<file path="config.mk">
export PLATFORM = sky130hd
export DESIGN_NAME = keypad_scanner
export DESIGN_NICKNAME = d
export VERILOG_FILES = /design/src/rtl/keypad_pkg.sv /design/src/rtl/keypad_scanner_sync_2ff.sv /design/src/rtl/keypad_scanner.sv
export SDC_FILE = /design/constraint.sdc
export NUM_CORES = 1
export LEC_CHECK = 0
export CAP_MARGIN = 20
export CORE_ASPECT_RATIO = 1.5
export CORE_UTILIZATION = 60
export CTS_CLUSTER_SIZE = 16
export DETAILED_ROUTE_END_ITERATION = 10
export GPL_TIMING_DRIVEN = 0
export PLACE_DENSITY = 0.81
export SKIP_LAST_GASP = 1
export SYNTH_ARGS = -nofsm -noshare
export SYNTH_HDL_FRONTEND = slang
export SYNTH_HIERARCHICAL = 1
export SYNTH_SLANG_ARGS = --single-unit
</file>
<file path="constraint.sdc">
create_clock -name clk -period 4 [get_ports clk]
set_input_delay 1.2 -clock clk [delete_from_list [all_inputs] [get_ports clk]]
set_output_delay 1.2 -clock clk [all_outputs]
set_load 0.05 [all_outputs]
</file>
<file path="src/rtl/keypad_pkg.sv">
// Shared types and helpers for the 4x4 keypad scanner: FSM states, column
// drive patterns, and the column/row -> hex code map.
package keypad_pkg;

  typedef enum logic [1:0] {SCAN, DEB_PRESS, HELD, DEB_RELEASE} state_t;

  localparam logic [3:0] COL0 = 4'b0111;
  localparam logic [3:0] COL1 = 4'b1011;
  localparam logic [3:0] COL2 = 4'b1101;
  localparam logic [3:0] COL3 = 4'b1110;

  typedef struct packed {
    logic       vld;
    logic [3:0] code;
  } key_t;

  function automatic logic one_cold(input logic [3:0] row);
    return (row == 4'b0111) || (row == 4'b1011) ||
           (row == 4'b1101) || (row == 4'b1110);
  endfunction

  // Rotate right so the low column walks 0111 -> 1011 -> 1101 -> 1110.
  function automatic logic [3:0] next_col(input logic [3:0] c);
    return {c[0], c[3:1]};
  endfunction

  function automatic key_t key_lookup(input logic [3:0] c, input logic [3:0] row);
    key_t       k;
    logic [1:0] ci, ri;
    logic       cv, rv;
    cv = 1'b1;
    rv = 1'b1;
    ci = 2'd0;
    ri = 2'd0;
    unique case (c)
      COL0:    ci = 2'd0;
      COL1:    ci = 2'd1;
      COL2:    ci = 2'd2;
      COL3:    ci = 2'd3;
      default: cv = 1'b0;
    endcase
    unique case (row)
      4'b0111: ri = 2'd0;
      4'b1011: ri = 2'd1;
      4'b1101: ri = 2'd2;
      4'b1110: ri = 2'd3;
      default: rv = 1'b0;
    endcase
    k.vld = cv && rv;
    unique case ({ci, ri})
      4'd0:    k.code = 4'h1;
      4'd1:    k.code = 4'h4;
      4'd2:    k.code = 4'h7;
      4'd3:    k.code = 4'hE;
      4'd4:    k.code = 4'h2;
      4'd5:    k.code = 4'h5;
      4'd6:    k.code = 4'h8;
      4'd7:    k.code = 4'h0;
      4'd8:    k.code = 4'h3;
      4'd9:    k.code = 4'h6;
      4'd10:   k.code = 4'h9;
      4'd11:   k.code = 4'hF;
      4'd12:   k.code = 4'hA;
      4'd13:   k.code = 4'hB;
      4'd14:   k.code = 4'hC;
      default: k.code = 4'hD;
    endcase
    return k;
  endfunction

endpackage

</file>
<file path="src/rtl/keypad_scanner_sync_2ff.sv">
// Two-flop synchronizer for asynchronous inputs; resets to all-ones so idle
// active-low lines read as released.
module sync_2ff #(
  parameter int W = 4
) (
  input  logic         clk,
  input  logic         rst,
  input  logic [W-1:0] d,
  output logic [W-1:0] q
);
  logic [W-1:0] meta;

  always_ff @(posedge clk or negedge rst) begin
    if (!rst) begin
      meta <= '1;
      q    <= '1;
    end else begin
      meta <= d;
      q    <= meta;
    end
  end
endmodule

</file>
<file path="src/rtl/keypad_scanner.sv">
// 4x4 keypad scanner: walks a one-cold column, debounces a single-row hit,
// and emits exactly one key_valid strobe per physical press.
module keypad_scanner
  import keypad_pkg::*;
#(
  parameter int SCAN_TICKS      = 64,
  parameter int DEBOUNCE_CYCLES = 1000
) (
  input  logic       clk,
  input  logic       rst,
  input  logic [3:0] fil,
  output logic [3:0] col,
  output logic [3:0] key_code,
  output logic       key_valid,
  output logic       key_held
);
  localparam int TW = $clog2(SCAN_TICKS);
  localparam int DW = $clog2(DEBOUNCE_CYCLES);
  localparam logic [TW-1:0] TICK_END = TW'(SCAN_TICKS - 1);
  localparam logic [DW-1:0] DEB_END  = DW'(DEBOUNCE_CYCLES - 1);

  logic [3:0]    fil_s;
  logic [3:0]    row_lat;
  logic [TW-1:0] tick;
  logic [DW-1:0] deb;
  state_t        state;
  key_t          hit;

  sync_2ff #(.W(4)) u_sync (
    .clk (clk),
    .rst (rst),
    .d   (fil),
    .q   (fil_s)
  );

  always_comb hit = key_lookup(col, row_lat);

  always_ff @(posedge clk or negedge rst) begin
    if (!rst) begin
      state     <= SCAN;
      col       <= COL0;
      row_lat   <= 4'b1111;
      tick      <= '0;
      deb       <= '0;
      key_code  <= 4'h0;
      key_valid <= 1'b0;
      key_held  <= 1'b0;
    end else begin
      key_valid <= 1'b0;
      unique case (state)
        SCAN: begin
          // Rows are only trusted at dwell end, after sync + settling.
          if (tick == TICK_END) begin
            tick <= '0;
            if (one_cold(fil_s)) begin
              row_lat <= fil_s;
              deb     <= '0;
              state   <= DEB_PRESS;
            end else begin
              col <= next_col(col);
            end
          end else begin
            tick <= tick + 1'b1;
          end
        end
        DEB_PRESS: begin
          if (fil_s != row_lat) begin
            tick  <= '0;
            state <= SCAN;
          end else if (deb == DEB_END) begin
            if (hit.vld) begin
              key_valid <= 1'b1;
              key_code  <= hit.code;
              key_held  <= 1'b1;
              state     <= HELD;
            end else begin
              tick  <= '0;
              state <= SCAN;
            end
          end else begin
            deb <= deb + 1'b1;
          end
        end
        HELD: begin
          if (fil_s == 4'b1111) begin
            deb   <= '0;
            state <= DEB_RELEASE;
          end
        end
        DEB_RELEASE: begin
          // Any row activity means the key is still down: no second strobe.
          if (fil_s != 4'b1111) begin
            state <= HELD;
          end else if (deb == DEB_END) begin
            key_held <= 1'b0;
            col      <= next_col(col);
            tick     <= '0;
            state    <= SCAN;
          end else begin
            deb <= deb + 1'b1;
          end
        end
        default: state <= SCAN;
      endcase
    end
  end
endmodule
</file>
==> results by group <==
Status
  – Status: completed

Die
  – # rows: 26
  – Core ar.: 3481 um^2
  – Die area: about 4000 um^2
  – Die H: 76.87 um
  – Starting Density: ~64%
  – Die Wd: around 52 um
  – I/O pin count: 16

Yosys
  – Most used flip-flop cell after synthesis: dfrtp_1
  – Mapped Cells: about 230
  – Fraction of registers with async set or reset after synthesis: between 90% and 100%
  – Post-synth net total: 240
  – Post-synth EDFFs: 0
  – Cell variety after synth: 54
  – Syn Area/Cell: about 9.7 um^2
  – Synthesized flop and latch total: 40
  – Cell Area, Synth: 2242 um^2
  – Share of the yosys chip area belonging to registers: approximately 45%
  – Yosys warns: 6

Timing
  – RSZ-0062 raised after global routing: no
  – Crit path time final: 2818 ps
  – Endpoints failing setup: 0
  – Fin. Hold Viols: 0
  – Fmax: roughly 0.35 GHz
  – Final Cycle Share: 70.45%
  – Slew Limit Fails: 0
  – Slew of the pin with the lowest slew margin: just under 900 ps
  – Setup_tns: 0 ps
  – Rel. slew slack: approximately two fifths
  – Final Skew: about 12 ps

Worst setup path
  – Worst Path Class, Setup: register to output port
  – Crit path buf inv count: 1
  – Reg2Reg Depth: 8
  – CP max stage delay: ~800 ps
  – Worst setup EP type: output port
  – CP Launch Type: register
  – CP top delay family: buffers and inverters
  – Slowest-stage cell, CP: clkdlybuf4s50_1
  – CP required: between 2000 and 3000 ps
  – Critical path, cell by cell: clkdlybuf4s50_1
  – Critical Path AT: between 1500 and 2000 ps
  – Critical path depth in cells: 1
  – Crit-path max FO: 2

Clock tree
  – CTS Hold Bufs: 0
  – H-tree levels: 2
  – Worst-skew pair later-pin latency: about 300 ps
  – Clock Tree Root: clkbuf_8
  – CTS sink count: 40
  – Clk slew on worst S/H paths: about 80 ps
  – Max Root-Sink Buffers: 2
  – Setup Fix Bufs, Post-CTS: 0
  – CTS buffer count: 5
  – Post-cts resize count: 0
  – CTS tree: built

Detailed routing
  – DR top layer: met4
  – Drt via density: slightly above 6
  – WL per Instance: 15.02 um
  – DR vias: 1,794
  – Antenna Nets Post-Route: 0
  – Wl on met1: around 1.9 mm
  – Routed wire length: approximately 4.5 mm
  – Post-route DRC: 0
  – DR iter-0 viols: 62
  – Routed met2 length: roughly 2.3 mm
  – Initial DRT Pass Iterations: 4
  – DR WL met3: ~150 um

Cells and area
  – Area Overhead vs Synth: 13.78%
  – Final nets: roughly 260
  – Finished Layout Cells: between 200 and 300
  – Layout cells sized above 1: about 18%
  – Antenna diodes: 0
  – Final Cell Area: approximately 2600 um^2

Placed design
  – Cells after DPL: 289
  – DP HPWL: 3.140 mm
  – Placed cell area: 2440 um^2
  – Placer Congestion: approximately 0.8
  – Port Buf Inserts: 15

GRT
  – GRT overflow: 0
  – First-pass GRT wire length: between 7 and 8 mm
  – Vias in the first global route: around 1,700
  – Number of antenna violations at the first check in global routing: 0
  – Largest net degree at the start of global routing: 41
  – GRT Resource Usage Total: 25.53%

Hold path
  – Worst min path class: register to register
  – Hold Crit Depth: 0

Power
  – P per Cell Area: roughly 300 nW/um^2
  – Max VDD drop: between 0.3 and 0.4 mV
  – Pleak: between 1 and 1.5 nW

Flow run
  – Max_cap viols: 0
## power breakdown
| part | switching (mW) | internal [mW] | total, mW |
|---|---|---|---|
| combinational | 0.0136 | 0.00713 | 0.0207 |
| sequential | 0.00401 | 0.412 | 0.416 |
| clock | 0.141 | 0.185 | 0.325 |
## layer usage
layer	global-route usage, %	vias to the layer above
li1	-	884
met1	31.94	865
met2	41.67	36
met3	5.357	9
met4	10.27	0
met5	0	-
## Yosys cell counts (all sizes together) (3+ instances only)
| library cell | n | area (um^2) |
|---|---|---|
| o21ai | 12 | 63.81 |
| and3 | 8 | 50.05 |
| a21oi | 13 | 65.06 |
| xor2 | 7 | 61.31 |
| inv | 6 | 22.52 |
| o211ai | 6 | 45.04 |
| nor4b | 3 | 32.53 |
| a21o | 3 | 22.52 |
| mux2i | 3 | 30.03 |
| clkbuf | 9 | 36.29 |
| mux2 | 8 | 90.09 |
| dfrtp | 25 | 625.6 |
| nand2 | 32 | 120.1 |
| nor2 | 12 | 45.04 |
| nor4 | 3 | 40.04 |
| dfstp | 15 | 394.1 |
| buf | 6 | 36.28 |
| nand4b | 8 | 70.07 |
| nand3 | 15 | 75.07 |
| nor2b | 3 | 18.77 |
## placed cells by master, fill, tap and decap left out, types with 8 or more instances in the layout
master / synthesis / final
nand2_1: 32 / 32
dfrtp_1: 25 / 25
nand3_1: 15 / 15
dfstp_2: 15 / 15
clkdlybuf4s50_1: 0 / 14
a21oi_1: 13 / 13
nor2_1: 12 / 12
o21ai_0: 11 / 11
and3_1: 8 / 8
nand4b_1: 8 / 8
mux2_2: 8 / 8
## worst paths after layout
check / startpoint / end / slack [ps]
hold reg to reg: u_sync/meta[1]$_DFF_PN1_ / u_sync/q[1]$_DFF_PN1_ / 350
setup reg to reg: row_lat[2]$_DFFE_PN1P_ / tick[2]$_DFFE_PN0P_ / 1650
hold / removal: u_sync/meta[1]$_DFF_PN1_ / u_sync/q[1]$_DFF_PN1_ / 350
setup / recovery: col[1]$_DFFE_PN1P_ / col[1] / 1180
min in group asynchronous: rst / key_code[2]$_DFFE_PN0P_ / 1020
max in group asynchronous: rst / tick[3]$_DFFE_PN0P_ / 2420
## per-stage QoR
| stage | utilization [%] | power [mW] | setup WS, ps | hold slack (ps) |
|---|---|---|---|---|
| after floorplan | - | 0.4297 | 1770 | 345.2 |
| after global placement | 70.24 | 0.4438 | 796.4 | 345.6 |
| after detailed placement | 70.09 | 0.4447 | 1497 | 346.9 |
| after CTS | 73.29 | 0.7723 | 1170 | 353.4 |
| after global routing | 73.29 | 0.7940 | 1147 | 354.1 |
| final | 73.29 | 0.7621 | 1182 | 345.5 |
## flip-flops by register name, summed over array words and instances, names as in the netlist
| signal | cells |
|---|---|
| col | 4 |
| deb | 10 |
| key_code | 4 |
| key_held | 1 |
| key_valid | 1 |
| row_lat | 4 |
| state | 2 |
| tick | 6 |
| u_sync/meta | 4 |
| u_sync/q | 4 |
## cell families (layout without fill, tap and decap cells)
logic type	after synthesis	in the layout	share of synthesized area, %
AND/OR/NAND/NOR	97	97	24.55
buffers and inverters	21	44	4.241
AO/OA/AOI/OAI	52	52	15.74
flip-flops	40	40	45.48
adder cells (fa/ha/maj)	2	2	1.116
XOR/XNOR	9	9	3.516
multiplexers	11	11	5.357
## worst reg2reg max path: stages (launching register included)
cell and delay, ps:
dfstp_2 520, buf_2 210, xor2_1 130, nor4_4 400, o2111ai_2 250, o21ai_0 150, buf_2 240, nor4b_1 90
a211o_1 240
## cell type report
type	instances	area, um^2
multi-input cells	171	1127
flip-flops and latches	40	1020
fillers	275	929.6
repair buffers	15	145.1
plain buffers	15	72.57
clock buffers	5	68.82
well taps	42	52.55
clock inverters	3	42.54
inverters	6	22.52
Power figures use the tool's default switching activity.
